===== config.mk =====
export PLATFORM = sky130hd
export DESIGN_NAME = up_dn_counter_gen
export DESIGN_NICKNAME = d
export VERILOG_FILES = /design/src/rtl/up_dn_counter_gen.sv
export SDC_FILE = /design/constraint.sdc
export NUM_CORES = 1
export LEC_CHECK = 0
export ABC_AREA = 0
export CORE_MARGIN = 3
export CORE_UTILIZATION = 40
export DETAILED_ROUTE_END_ITERATION = 10
export GPL_TIMING_DRIVEN = 0
export PLACE_DENSITY = 0.71
export SETUP_SLACK_MARGIN = 0.4
export SYNTH_ARGS = -nofsm -noshare
export SYNTH_HDL_FRONTEND = slang
export SYNTH_SLANG_ARGS = --single-unit

===== constraint.sdc =====
create_clock -name clk -period 3.3 [get_ports clk]
set_input_delay 0.825 -clock clk [delete_from_list [all_inputs] [get_ports clk]]
set_output_delay 0.825 -clock clk [all_outputs]
set_load 0.02 [all_outputs]

===== src/rtl/up_dn_counter_gen.sv =====
// Bounded up/down counter with load, enable, runtime step, saturate-or-wrap mode
// and registered overflow/underflow pulses.
module up_dn_counter_gen #(
  parameter int unsigned      WIDTH   = 5,
  parameter int unsigned      STEP_W  = 3,
  parameter logic [WIDTH-1:0] RST_VAL = '0
) (
  input  logic              clk,
  input  logic              rst,
  input  logic [WIDTH-1:0]  IN,
  input  logic              Load,
  input  logic              Up,
  input  logic              Down,
  input  logic              En,
  input  logic [STEP_W-1:0] Step,
  input  logic              Wrap_En,
  input  logic [WIDTH-1:0]  Min_Val,
  input  logic [WIDTH-1:0]  Max_Val,
  output logic [WIDTH-1:0]  Counter,
  output logic              High,
  output logic              Low,
  output logic              Ovf,
  output logic              Unf,
  output logic              Cfg_Err
);

  // Wide enough that sums and differences of counter, step and range never wrap.
  localparam int unsigned AW = WIDTH + STEP_W + 1;

  logic [AW-1:0]    cnt_x;
  logic [AW-1:0]    min_x;
  logic [AW-1:0]    max_x;
  logic [AW-1:0]    step_x;
  logic [AW-1:0]    in_x;
  logic [AW-1:0]    range_x;
  logic             active;
  logic [WIDTH-1:0] cnt_nxt;
  logic             ovf_nxt;
  logic             unf_nxt;

  assign cnt_x   = AW'(Counter);
  assign min_x   = AW'(Min_Val);
  assign max_x   = AW'(Max_Val);
  assign step_x  = AW'(Step);
  assign in_x    = AW'(IN);
  assign range_x = max_x - min_x + AW'(1);

  assign Cfg_Err = (Min_Val > Max_Val);
  assign High    = (Counter == Max_Val);
  assign Low     = (Counter == Min_Val);
  assign active  = En && (Up || Down) && (Step != '0);

  // Next count and pulse selection in priority order.
  always_comb begin
    cnt_nxt = Counter;
    ovf_nxt = 1'b0;
    unf_nxt = 1'b0;
    if (!Cfg_Err) begin
      if (Load) begin
        if (in_x < min_x)      cnt_nxt = Min_Val;
        else if (in_x > max_x) cnt_nxt = Max_Val;
        else                   cnt_nxt = IN;
      end else if (active) begin
        if (cnt_x < min_x) begin
          cnt_nxt = Min_Val;
        end else if (cnt_x > max_x) begin
          cnt_nxt = Max_Val;
        end else if (Down) begin
          if (step_x <= cnt_x - min_x) begin
            cnt_nxt = WIDTH'(cnt_x - step_x);
          end else begin
            unf_nxt = 1'b1;
            if (!Wrap_En)              cnt_nxt = Min_Val;
            else if (step_x > range_x) cnt_nxt = Max_Val;
            else                       cnt_nxt = WIDTH'(cnt_x + range_x - step_x);
          end
        end else begin
          if (cnt_x + step_x <= max_x) begin
            cnt_nxt = WIDTH'(cnt_x + step_x);
          end else begin
            ovf_nxt = 1'b1;
            if (!Wrap_En)              cnt_nxt = Max_Val;
            else if (step_x > range_x) cnt_nxt = Min_Val;
            else                       cnt_nxt = WIDTH'(cnt_x + step_x - range_x);
          end
        end
      end
    end
  end

  always_ff @(posedge clk or posedge rst) begin
    if (rst) begin
      Counter <= RST_VAL;
      Ovf     <= 1'b0;
      Unf     <= 1'b0;
    end else begin
      Counter <= cnt_nxt;
      Ovf     <= ovf_nxt;
      Unf     <= unf_nxt;
    end
  end

endmodule


==> metrics.txt, run 1 <==
status=complete, but fails checks; failing checks=setup timing; Worst R2R Setup Slack=-0.16 ns; Pwr Density=roughly 850 nW/um^2; fin nets=492; Static Leak=about 1.7 nW; # diodes=0; Post-DP HPWL=between 7000 and 8000 um; total CTS buffers=3; Crit Path Category=primary input to register; number of global-route vias before repair=approximately 2900; Tmin final=3.76 ns; first-pass GRT wire length=14500 um; Cell Count Post-Placement=453; CTS tree=yes; worst slew pin tran=~0.71 ns; root buffer cell=clkbuf_8; die height=88.9 um; R2R Path End=Counter[3]$_DFFE_PP0P_; commonest non-fill, non-tap cell in the layout=ha_1; Layout Cells excl Fill=482; Final Hold Violating Endpoints=0; Clock Skews=0.000426 ns; FF+latch count, synth=7; CP startpoint=Max_Val[0]; CP Capture Type=register; all-layer global routing usage=0.238; core outline area=~6500 um^2; DRT iter0 DRCs=210; Starting Density=0.423; Slew headroom=0.522; total grt overflow=0; ys flop type=dfrtp_1; DR DRC count=0; site row count=29; fin worst setup slack=-0.459 ns; Slew Limit Fails=0; Max clock buf depth=2; number of flops mapped to enable cells by yosys=0; H-tree levels=1; worst hold stages=2; Max-cap violations=0; FF-to-FF Start=Counter[0]$_DFFE_PP0P_; FF-to-FF path depth=12; clock net sink count=7; number of hold buffers added after CTS=0; main combinational cell family by area after synthesis=adder cells; CP Data Arrival Time=roughly 3.9 ns; syn nets=429; Clk pin slew, worst setup/hold paths=0.04 ns; vias=~3000; RSZ-0062 raised after global routing=yes; multiplexer area fraction after synthesis=0.0560; largest net degree at the start of global routing=11; wire per inst=19.2 um; final core area utilization=0.579; VDD IR max=0.483 mV; Fmax=0.266 GHz; DRT Pass-1 Iters=5; xor/xnor share of the synthesized area=0.0638; Compound-Gate Fraction of Synth Area=0.274; DR vias/cell=6.15; Adder-Cell Fraction of Synth Area=0.300; antenna-violating nets left=0; Yosys top cell area share=0.241; post-synthesis cell count=343; Mapped Area=2750 um^2; Final GP Congestion=slightly below 1; Final Power=between 3 and 4 mW; crit path to=Counter[4]$_DFFE_PP0P_; die width=88.9 um; post-synth top area cell=ha_1; Hold Crit Class=register to register; Synth Area in Simple Gates=0.169; Clk Latency, worst-skew pair=0.23 ns; initial antenna violation count=0; most frequent cells in the layout=ha_1 (41), inv_1 (32), nor2_1 (23); share of layout cells above drive strength 1=0.289; crit start category=primary input; IO buf count=33; hold_ws=roughly 0.78 ns; final WL=9250 um; yosys warns=0; post-route clock period utilization=1.14; asr flop ratio synth=1.00; Distinct cells, synth=between 60 and 70; mean post-synth cell area=8.01 um^2; HP Start=Counter[1]$_DFFE_PP0P_; Synth-to-Final Area Change=36.7%; crit path max fanout=2; largest cells by area after synthesis=ha_1 (24%), dfrtp_1 (6.4%), inv_1 (6.1%); worst path required time=3.41 ns; io pins=35; register area share after synthesis=0.0638; Final setup violation count=5; full die area=approximately 7900 um^2
## cells by family (layout without fill, tap and decap cells)
group,Yosys count,after routing
adder cells (fa/ha/maj),61,61
AND/OR/NAND/NOR,84,84
XOR/XNOR,20,20
AO/OA/AOI/OAI,107,107
buffers and inverters,49,111
multiplexers,15,15
flip-flops,7,7
## worst min-delay path by stage
stage / to
2_1_floorplan: Counter[0]$_DFFE_PP0P_
3_3_place_gp: Counter[3]$_DFFE_PP0P_
3_5_place_dp: Counter[0]$_DFFE_PP0P_
4_1_cts: Ovf$_DFF_PP0_
5_1_grt: Counter[1]$_DFFE_PP0P_
6_report: Counter[1]$_DFFE_PP0P_
## registers in the layout, indices dropped and copies added (netlist names)
name,flops
Counter,5
Unf,1
Ovf,1
## area by class of cell
cell class                 count  area [um^2]
clock buffer                   4         45.0
inverter                      45          201
sequential                     7          178
timing repair buffer          58          505
buffer                         4         35.0
fill                         579         2740
multi-input combinational    287         2700
tap                           77         96.3
## what timing repair did
item                       in CTS  in global routing
pin swaps                      26                 21
resized for setup             115                 25
setup buffers                  16                  9
setup endpoints to repair      10                 10
## worst max-delay path: stages
cell,delay [ns]
buf_12,0.12
inv_16,0.05
ha_4,0.12
inv_2,0.03
fa_2,0.58
ha_4,0.22
fa_1,0.51
inv_1,0.07
fa_2,0.36
inv_2,0.05
a21o_1,0.11
a21oi_2,0.05
xnor2_1,0.13
xnor2_1,0.14
mux2i_1,0.17
a21oi_1,0.10
o31a_1,0.25
## Yosys cell counts, types with 2 or more instances
cell type	number
nor3_1	6
nor2_1	26
o31ai_1	5
and3_1	4
mux2i_1	12
and4_1	2
dfrtp_1	7
nand3b_1	2
o211ai_1	6
a31oi_1	4
inv_1	45
nor2b_1	6
fa_1	8
mux2_2	3
and2_1	2
xor2_1	8
clkbuf_1	2
nand3_1	4
o32ai_1	2
nand2_1	11
nand4_1	4
a32oi_1	3
o22ai_1	2
a21boi_1	2
a211oi_1	4
a311oi_1	5
clkbuf_8	2
a21o_1	7
o31a_1	3
xnor2_1	12
o21ai_1	4
o21bai_1	2
ha_1	53
nand2b_1	6
o21ai_0	19
a21oi_1	23
## per-layer routing
metal  GRT usage  share of wire
met1       0.307           0.42
met5           0              0
met2       0.419           0.48
met3      0.0149          0.075
met4      0.0755          0.025
## report_power, final
group          total [mW]  internal, mW  switching (mW)
Combinational        2.83          1.36            1.47
Sequential          0.240         0.118           0.123
Clock               0.123        0.0837          0.0392
## through the flow
stage / instance area (um^2) / setup TNS (ns) / setup WS [ns]
6_report: 3760 / -1.74 / -0.459
5_1_grt: 3760 / -2.13 / -0.573
4_1_cts: 3630 / -1.55 / -0.509
3_5_place_dp: 3300 / -10.51 / -1.64
3_3_place_gp: 3300 / -10.23 / -1.61
2_1_floorplan: 2870 / -0.972 / -0.467
Power figures use the tool's default switching activity.
==> inputs of run 2 (changes only) <==
--- a/config.mk
+++ b/config.mk
@@ -9,8 +9,9 @@
 export CORE_MARGIN = 3
 export CORE_UTILIZATION = 40
 export DETAILED_ROUTE_END_ITERATION = 10
+export DONT_BUFFER_PORTS = 1
 export GPL_TIMING_DRIVEN = 0
-export PLACE_DENSITY = 0.71
+export PLACE_DENSITY = 0.64
 export SETUP_SLACK_MARGIN = 0.4
 export SYNTH_ARGS = -nofsm -noshare
 export SYNTH_HDL_FRONTEND = slang
==> run 2 against run 1 <==
Against the previous run:
- the run still ends with setup timing left
- sequential share of layout area grew 0.65 points
- combinational power shrank 7.8%
- first-iteration DRC count grew 15%
- largest cell class unchanged
==> metrics.txt, run 2 (synthesis results as in run 1) <==
Max-cap violations=0 (unchanged); root buffer cell=clkbuf_8; io pins=35 (unchanged); Clk pin slew, worst setup/hold paths=0.04 ns (about the same); wire per inst=20.5 um (+7.0%); total grt overflow=0 (unchanged); status=complete, but fails checks; fill count=626 (+8.1%); Regs by FF count=Counter: 5 flops, Ovf: 1 flops, Unf: 1 flops; # diodes=0 (unchanged); DRT Pass-1 Iters=5 (unchanged); worst path required time=3.41 ns (about the same); Final setup violation count=5 (unchanged); DR vias/cell=6.12 (-0.58%); RSZ-0062 raised after global routing=yes; Final Hold Violating Endpoints=0 (unchanged); clock net sink count=7 (unchanged); setup_tns=-1.63 ns (+0.111 ns); total CTS buffers=3 (unchanged); VDD IR max=0.583 mV (+21%); post-route clock period utilization=1.11 (-0.0301); vias=2704 (-8.8%); max reg flops=5 (unchanged); DRT iter0 DRCs=242 (+15%); Crit Path Category=primary input to register; share of layout cells above drive strength 1=0.230 (-0.0588); H-tree levels=1 (unchanged); Final Power=3.01 mW (-5.8%); failing checks=setup timing; die width=88.9 um (unchanged); initial antenna violation count=0 (unchanged); final WL=9070 um (-1.9%); antenna-violating nets left=0 (unchanged); worst slew pin tran=0.691 ns (-0.0204 ns); crit path max fanout=5 (+3); Static Leak=1.53 nW (-11%); IO buf count=0 (-100%); Largest Register=Counter; site row count=29 (unchanged); fin nets=452 (-8.1%); commonest non-fill, non-tap cell in the layout=ha_1; first-pass GRT wire length=13800 um (-4.7%); Post-DP HPWL=6970 um (-0.86%); crit start category=primary input; CP Data Arrival Time=3.76 ns (-0.11 ns); largest net degree at the start of global routing=11 (unchanged); Slew headroom=0.535 (+0.0129); Tmin final=3.66 ns (-0.0995 ns); CTS tree=yes; Starting Density=0.423 (unchanged); Clock Skews=0.00295 ns (+0.00253 ns); core outline area=6490 um^2 (unchanged); Synth-to-Final Area Change=21.2%; Final GP Congestion=0.966 (-2.1%); most frequent cells in the layout=ha_1 (46), inv_1 (38), nor2_1 (22); Clk Latency, worst-skew pair=0.22 ns (about the same); all-layer global routing usage=0.230 (-0.00787); Hold Crit Class=primary input to async pin; die height=88.9 um (unchanged); number of global-route vias before repair=2604 (-9.5%); Pwr Density=904 nW/um^2 (+6.3%); Slew Limit Fails=0 (unchanged); final core area utilization=0.513 (-0.0659); fin worst setup slack=-0.359 ns (+0.0995 ns); Max clock buf depth=2 (unchanged); Fmax=0.273 GHz (+2.7%); CP Capture Type=register; full die area=7900 um^2 (unchanged); DR DRC count=0 (unchanged)
run 2: cell count changes in the layout (fill, tap and decap cells not counted), sizes merged:
cell	previous run	this run
clkinv	0	1
clkdlybuf4s50	17	0
inv	44	42
dlygate4sd2	2	0
buf	37	19
clkbuf	10	7
clkinvlp	1	2
run 2: per-layer routing:
metal	GRT usage	vias to the layer above	share of wire
li1	-	1301	-
met1	0.312	1278	0.45
met2	0.391	112	0.47
met3	0.0279	13	0.064
met4	0.0467	0	0.015
met5	0	-	0
run 2: critical path, cell delays in order:
cell and delay, ns:
clkinv_16 0.03, ha_4 0.14, inv_2 0.05, fa_2 0.48, ha_4 0.21, xnor2_4 0.14, fa_1 0.59, ha_4 0.22
a21o_1 0.18, a21oi_2 0.18, xnor2_2 0.15, xnor2_1 0.09, mux2i_1 0.14, a21oi_1 0.09, o31a_1 0.24
run 2: final timing paths:
| kind | startpoint | endpoint | slack (ns) | cells after the start |
|---|---|---|---|---|
| setup / recovery | Max_Val[0] | Counter[4]$_DFFE_PP0P_ | -0.36 | 15 |
| hold reg to reg | Counter[0]$_DFFE_PP0P_ | Counter[0]$_DFFE_PP0P_ | 0.89 | 2 |
| max in group asynchronous | rst | Counter[0]$_DFFE_PP0P_ | 2.66 | 1 |
| setup reg to reg | Counter[0]$_DFFE_PP0P_ | Counter[3]$_DFFE_PP0P_ | -0.22 | 12 |
| min in group clk | Counter[0]$_DFFE_PP0P_ | Counter[0]$_DFFE_PP0P_ | 0.89 | 2 |
| hold / removal | rst | Counter[3]$_DFFE_PP0P_ | 0.41 | 1 |
run 2: per-stage QoR:
stage	instances	instance area, um^2	hold slack (ns)	worst slack (ns)
floorplan	343	2870	0.628	-0.467
global placement	420	2970	0.647	-0.828
detailed placement	420	2970	0.652	-0.816
CTS	435	3210	0.415	-0.355
global route	442	3330	0.421	-0.470
finish	442	3330	0.413	-0.359
run 2: what timing repair did:
action                     4_1_cts  5_1_grt
setup buffers                   11        7
setup endpoints to repair        8        7
pin swaps                       20       15
hold endpoints to repair         0        0
hold buffers                     0        0
resized for setup               26       19
run 2: layout make-up:
class	count	area, um^2	share of cell area
inverters	45	205	0.0616
multi-input cells	287	2610	0.784
plain buffers	4	36.3	0.0109
flip-flops and latches	7	179	0.0537
clock buffers	4	45.0	0.0135
repair buffers	18	158	0.0474
well taps	77	96.3	0.0289
run 2: power by group:
group	leakage, nW	total, mW	switching, mW	internal, mW
clock	0.0228	0.119	0.0354	0.0834
sequential	0.0835	0.278	0.160	0.118
combinational	1.42	2.61	1.40	1.21
total	1.53	3.01	1.59	1.42
